<file path="config.mk">
export PLATFORM = sky130hd
export DESIGN_NAME = cond_negate_serial
export DESIGN_NICKNAME = d
export VERILOG_FILES = /design/src/rtl/cond_negate_pkg.sv /design/src/rtl/negate_digit.sv /design/src/rtl/cond_negate_serial.sv
export SDC_FILE = /design/constraint.sdc
export NUM_CORES = 1
export LEC_CHECK = 0
export ABC_AREA = 1
export CAP_MARGIN = 20
export CORE_MARGIN = 5
export CORE_UTILIZATION = 26
export CTS_CLUSTER_DIAMETER = 120
export DETAILED_ROUTE_END_ITERATION = 8
export PLACE_DENSITY_LB_ADDON = 0.15
export SYNTH_ARGS = -nofsm -noshare
export SYNTH_HDL_FRONTEND = slang
export SYNTH_SLANG_ARGS = --single-unit
</file>
<file path="constraint.sdc">
create_clock -name clk -period 2.35 [get_ports clk]
set_input_delay 0.5875 -clock clk [delete_from_list [all_inputs] [get_ports clk]]
set_output_delay 0.5875 -clock clk [all_outputs]
set_load 0.01 [all_outputs]
</file>
<file path="src/rtl/cond_negate_pkg.sv">
// Shared definitions for the digit-serial conditional-negate unit:
// mode encodings, FSM state encoding and the negate-decision helper.
package cond_negate_pkg;

  localparam logic [1:0] MODE_PASS = 2'b00;
  localparam logic [1:0] MODE_NEG  = 2'b01;
  localparam logic [1:0] MODE_ABS  = 2'b10;
  localparam logic [1:0] MODE_NABS = 2'b11;

  typedef enum logic [1:0] {
    IDLE = 2'd0,
    RUN  = 2'd1,
    DONE = 2'd2
  } state_t;

  // Whether the operand must be two's-complement negated for this mode.
  function automatic logic neg_decision(input logic [1:0] mode, input logic sign);
    logic neg;
    neg = 1'b0;
    case (mode)
      MODE_PASS: neg = 1'b0;
      MODE_NEG:  neg = 1'b1;
      MODE_ABS:  neg = sign;
      MODE_NABS: neg = ~sign;
      default:   neg = 1'b0;
    endcase
    return neg;
  endfunction

endpackage

</file>
<file path="src/rtl/negate_digit.sv">
// One digit of a serial two's-complement negate: q = ~d + carry_in when neg,
// otherwise d passes through and the carry is held.
module negate_digit #(
  parameter int unsigned DIGIT = 1
) (
  input  logic [DIGIT-1:0] d,
  input  logic             neg,
  input  logic             carry_in,
  output logic [DIGIT-1:0] q,
  output logic             carry_out
);

  localparam int unsigned SUM_W = DIGIT + 1;

  logic [SUM_W-1:0] sum;

  always_comb begin
    sum       = {1'b0, ~d} + SUM_W'(carry_in);
    q         = d;
    carry_out = carry_in;
    if (neg) begin
      q         = sum[DIGIT-1:0];
      carry_out = sum[DIGIT];
    end
  end

endmodule

</file>
<file path="src/rtl/cond_negate_serial.sv">
// Digit-serial conditional negate (pass / negate / abs / nabs), LSB-first,
// DIGIT bits per clock, valid/ready on both sides with registered outputs.
module cond_negate_serial
  import cond_negate_pkg::*;
#(
  parameter int unsigned WIDTH = 8,
  parameter int unsigned DIGIT = 1
) (
  input  logic             clk,
  input  logic             rst_n,
  input  logic             in_valid,
  output logic             in_ready,
  input  logic [WIDTH-1:0] in_data,
  input  logic [1:0]       mode,
  output logic             out_valid,
  input  logic             out_ready,
  output logic [WIDTH-1:0] out_data,
  output logic             out_ovf,
  output logic             busy
);

  localparam int unsigned N     = WIDTH / DIGIT;
  localparam int unsigned CNT_W = (N > 1) ? $clog2(N) : 1;

  if ((WIDTH < 2) || (DIGIT == 0) || ((WIDTH % DIGIT) != 0)) begin : g_bad_params
    $error("cond_negate_serial: WIDTH must be >= 2 and a multiple of DIGIT");
  end

  state_t           state_q, next_state;
  logic [WIDTH-1:0] shift_q, result_q, result_next;
  logic [CNT_W-1:0] cnt_q;
  logic             carry_q, neg_q, ovf_pend_q;
  logic             accept, last_digit, load_result;
  logic             in_ready_d, out_valid_d, busy_d;
  logic [DIGIT-1:0] digit_q;
  logic             digit_carry;
  logic             is_min;

  assign accept     = in_valid && in_ready;
  assign last_digit = (cnt_q == CNT_W'(N - 1));
  assign is_min     = (in_data == (WIDTH'(1) << (WIDTH - 1)));

  negate_digit #(.DIGIT(DIGIT)) u_digit (
    .d         (shift_q[DIGIT-1:0]),
    .neg       (neg_q),
    .carry_in  (carry_q),
    .q         (digit_q),
    .carry_out (digit_carry)
  );

  // New digit enters the result from the top; after N digits it is aligned.
  assign result_next = WIDTH'({digit_q, result_q} >> DIGIT);

  // State register plus the registered handshake/status flags.
  always_ff @(posedge clk or negedge rst_n) begin
    if (!rst_n) begin
      state_q   <= IDLE;
      in_ready  <= 1'b1;
      out_valid <= 1'b0;
      busy      <= 1'b0;
    end else begin
      state_q   <= next_state;
      in_ready  <= in_ready_d;
      out_valid <= out_valid_d;
      busy      <= busy_d;
    end
  end

  always_comb begin
    next_state = state_q;
    case (state_q)
      IDLE:    if (accept) next_state = RUN;
      RUN:     if (last_digit) next_state = DONE;
      DONE:    if (out_ready) next_state = IDLE;
      default: next_state = IDLE;
    endcase
  end

  // Flags are computed from the next state so they are valid right after the edge.
  always_comb begin
    in_ready_d  = 1'b0;
    out_valid_d = 1'b0;
    busy_d      = 1'b0;
    load_result = 1'b0;
    in_ready_d  = (next_state == IDLE);
    out_valid_d = (next_state == DONE);
    busy_d      = (next_state != IDLE);
    load_result = (state_q == RUN) && last_digit;
  end

  always_ff @(posedge clk or negedge rst_n) begin
    if (!rst_n) begin
      shift_q    <= '0;
      result_q   <= '0;
      cnt_q      <= '0;
      carry_q    <= 1'b0;
      neg_q      <= 1'b0;
      ovf_pend_q <= 1'b0;
      out_data   <= '0;
      out_ovf    <= 1'b0;
    end else begin
      if (accept) begin
        shift_q    <= in_data;
        neg_q      <= neg_decision(mode, in_data[WIDTH-1]);
        ovf_pend_q <= is_min && ((mode == MODE_NEG) || (mode == MODE_ABS));
        carry_q    <= 1'b1;
        cnt_q      <= '0;
      end else if (state_q == RUN) begin
        shift_q  <= shift_q >> DIGIT;
        result_q <= result_next;
        carry_q  <= digit_carry;
        cnt_q    <= cnt_q + CNT_W'(1);
      end
      if (load_result) begin
        out_data <= result_next;
        out_ovf  <= ovf_pend_q;
      end
    end
  end

endmodule
</file>
==> summary.txt <==
Outcome
  – Status: complete, no violations

Drt
  – Iteration-0 DRC count of the detailed router: 37
  – DR DRC count: 0
  – Vias: between 1,000 and 1,500
  – Drt first pass iters: 4
  – Via density per instance: 4.06
  – Final wirelength: between 3 and 4 mm
  – Final antenna-violating net count: 0
  – DR WL/cell: ~10 um

Min path
  – Worst hold path class: reg2reg

Setup path
  – WP data arrival: 1340 ps
  – Critical path, cell by cell: clkdlybuf4s50_1
  – CP Data Required Time: about 1800 ps
  – Slowest cell on the critical path: dfstp_2
  – Worst path max stage delay: 540 ps
  – Crit path launch type: register
  – Critical path buffers and inverters: 1
  – Top Family by Delay on Critical Path: flip-flops
  – CP Capture Type: output port
  – Critical path fanouts, max: 2
  – Worst Setup Path Type: reg2out

Layout
  – Finished Layout Cells: 299
  – Layout Area Growth over Synthesis: 23.6%
  – # fillers: 678
  – Share of layout cells above drive strength 1: 0.153
  – NumNets Final: 240
  – Antenna diodes: 0

Timing
  – Endpoints failing hold: 0
  – Slew Viols, Final: 0
  – RSZ-0062 raised after global routing: no
  – Fin crit period: 1930 ps
  – Worst Skew: 5.56 ps
  – Max Freq: 0.518 GHz
  – # setup viols final: 0
  – Worst slew margin: 0.692
  – Worst-margin pin slew: between 400 and 500 ps
  – Final period util: 0.822
  – Post-route setup TNS: 0 ps

Logic synthesis
  – Post-synth top area cell: dfrtp_1
  – #FFs+latches synth: 35
  – Area contributors post-synth: dfrtp_1 51%, nand2_1 17%, o21ai_2 6.8%
  – Yosys cell types: 19
  – Yosys warns: 0
  – Cells after synthesis: ~190
  – Post-synth design cell area: approximately 0.0017 sq mm
  – Sequential-to-total area share from yosys stat: 0.526
  – Synth top cells by count: 74 x nand2_1, 34 x dfrtp_1, 24 x inv_1
  – Average cell area after synthesis: 8.68 sq um
  – Synth top area share: 0.511
  – EDFF count, synth: 0
  – Top_reg_cell synth: dfrtp_1
  – Leading cell type by number of instances after synthesis: nand2_1
  – Asr flop ratio synth: 1.00
  – Post-Syn Nets: 211

Job
  – MaxCap Viol Count: 0

GRT
  – First-pass GRT wire length: 5.69 mm
  – GRT Overall Usage: 0.0859
  – Grt total ovfl: 0
  – Vias in the first global route: 1,246
  – Antenna violations before repair: 0
  – Pin count of the biggest net entering global routing: 36

Floorplan
  – Ports: 26
  – Die Height: roughly 90 um
  – Starting density of the core: 0.265
  – Die Area: 0.00811 sq mm
  – Die X: 90.1 um
  – Row count: 29
  – Total core area: approximately 0.0063 sq mm

Clocking
  – CTS tree: built
  – Clk_lat worst skew: 280 ps
  – CTS Buf Count: 5
  – Setup Buffers After CTS: 0
  – Hold buffer count at cts: 0
  – # H-tree levels: 2
  – Clk sink count: 35
  – Clock slew at reported path FFs: 70 ps
  – Max Buffers Root-to-Sink: 2
  – Number of gates resized after cts: 0
  – Root Buffer: clkbuf_8

Pwr
  – Lkg Pwr: 1.07 nW
  – VDD IR-drop max: about 0.00038 V
  – Pwr Density: between 1000 and 1500 mW/mm^2

Place
  – Placed Cells: 291
  – Post-DP HPWL: between 2 and 2.5 mm
  – I/O Buffers: 25
  – Routability cong.: between 0.6 and 0.7
==> where the power goes <==
part	switching, mW	internal, mW
clock	0.204	0.208
combinational	0.537	0.391
sequential	0.116	0.834
total	0.857	1.43
==> metal layers <==
| layer | track usage | wire length [um] | up-vias |
|---|---|---|---|
| li1 | - | - | 637 |
| met1 | 0.104 | 1460 | 542 |
| met2 | 0.137 | 1350 | 27 |
| met3 | 0.0309 | 208 | 8 |
| met4 | 0.0372 | 58 | 0 |
| met5 | 0 | 0 | - |
==> kinds of logic (layout without fill, tap and decap cells) <==
group | after synthesis | count (layout) | synth area share
buf+inv | 32 | 62 | 0.0923
flops | 35 | 35 | 0.526
simple gates | 95 | 95 | 0.239
fa+ha+maj | 5 | 5 | 0.0375
compound gates | 25 | 25 | 0.104
==> path summary, 6_finish.rpt <==
kind	slack, ps	from	to	depth (start not counted)
max in group asynchronous	1280	rst_n	in_ready$_DFF_PN1_	2
worst min register to register	480	carry_q$_DFFE_PN0P_	carry_q$_DFFE_PN0P_	2
worst min-delay path	480	carry_q$_DFFE_PN0P_	carry_q$_DFFE_PN0P_	2
worst max register to register	920	cnt_q[0]$_DFFE_PN0P_	out_data[0]$_DFFE_PN0P_	6
worst max-delay path	420	in_ready$_DFF_PN1_	in_ready	1
min in group asynchronous	720	rst_n	out_valid$_DFF_PN0_	2
==> through the flow <==
stage	hold slack (ps)	area (sq um)	utilization	setup WS, ps	power, mW
detailed placement	465	1980	0.315	566	1.92
floorplan	292	1670	-	1110	1.65
CTS	481	2060	0.328	397	2.35
finish	478	2060	0.328	418	2.29
global placement	460	1980	0.315	578	1.91
global route	504	2060	0.328	383	2.53
==> state kept, by name, indices dropped and copies added, names as in the netlist <==
| name | count |
|---|---|
| result_q | 7 |
| neg_q | 1 |
| cnt_q | 3 |
| carry_q | 1 |
| out_ovf | 1 |
| state_q | 2 |
| out_data | 8 |
| out_valid | 1 |
| busy | 1 |
| in_ready | 1 |
| shift_q | 8 |
| ovf_pend_q | 1 |
==> cell usage in the layout (no fill, tap or decap), drive strengths merged <==
cell type	n
a21oi	2
buf	2
clkbuf	7
clkdlybuf4s50	25
clkinv	1
dfrtp	34
dfstp	1
ha	5
inv	27
nand2	82
nand3	4
nor2	9
o21ai	23
==> final cells by class <==
cell class | instances | area (sq um) | share of cell area
flip-flops and latches | 35 | 877 | 0.426
repair buffers | 27 | 265 | 0.129
clock inverters | 1 | 5.00 | 0.00243
clock buffers | 7 | 76.3 | 0.0371
inverters | 27 | 104 | 0.0504
multi-input cells | 125 | 636 | 0.309
well taps | 77 | 96.3 | 0.0468
Note: power is estimated with default switching activity, not from simulation.
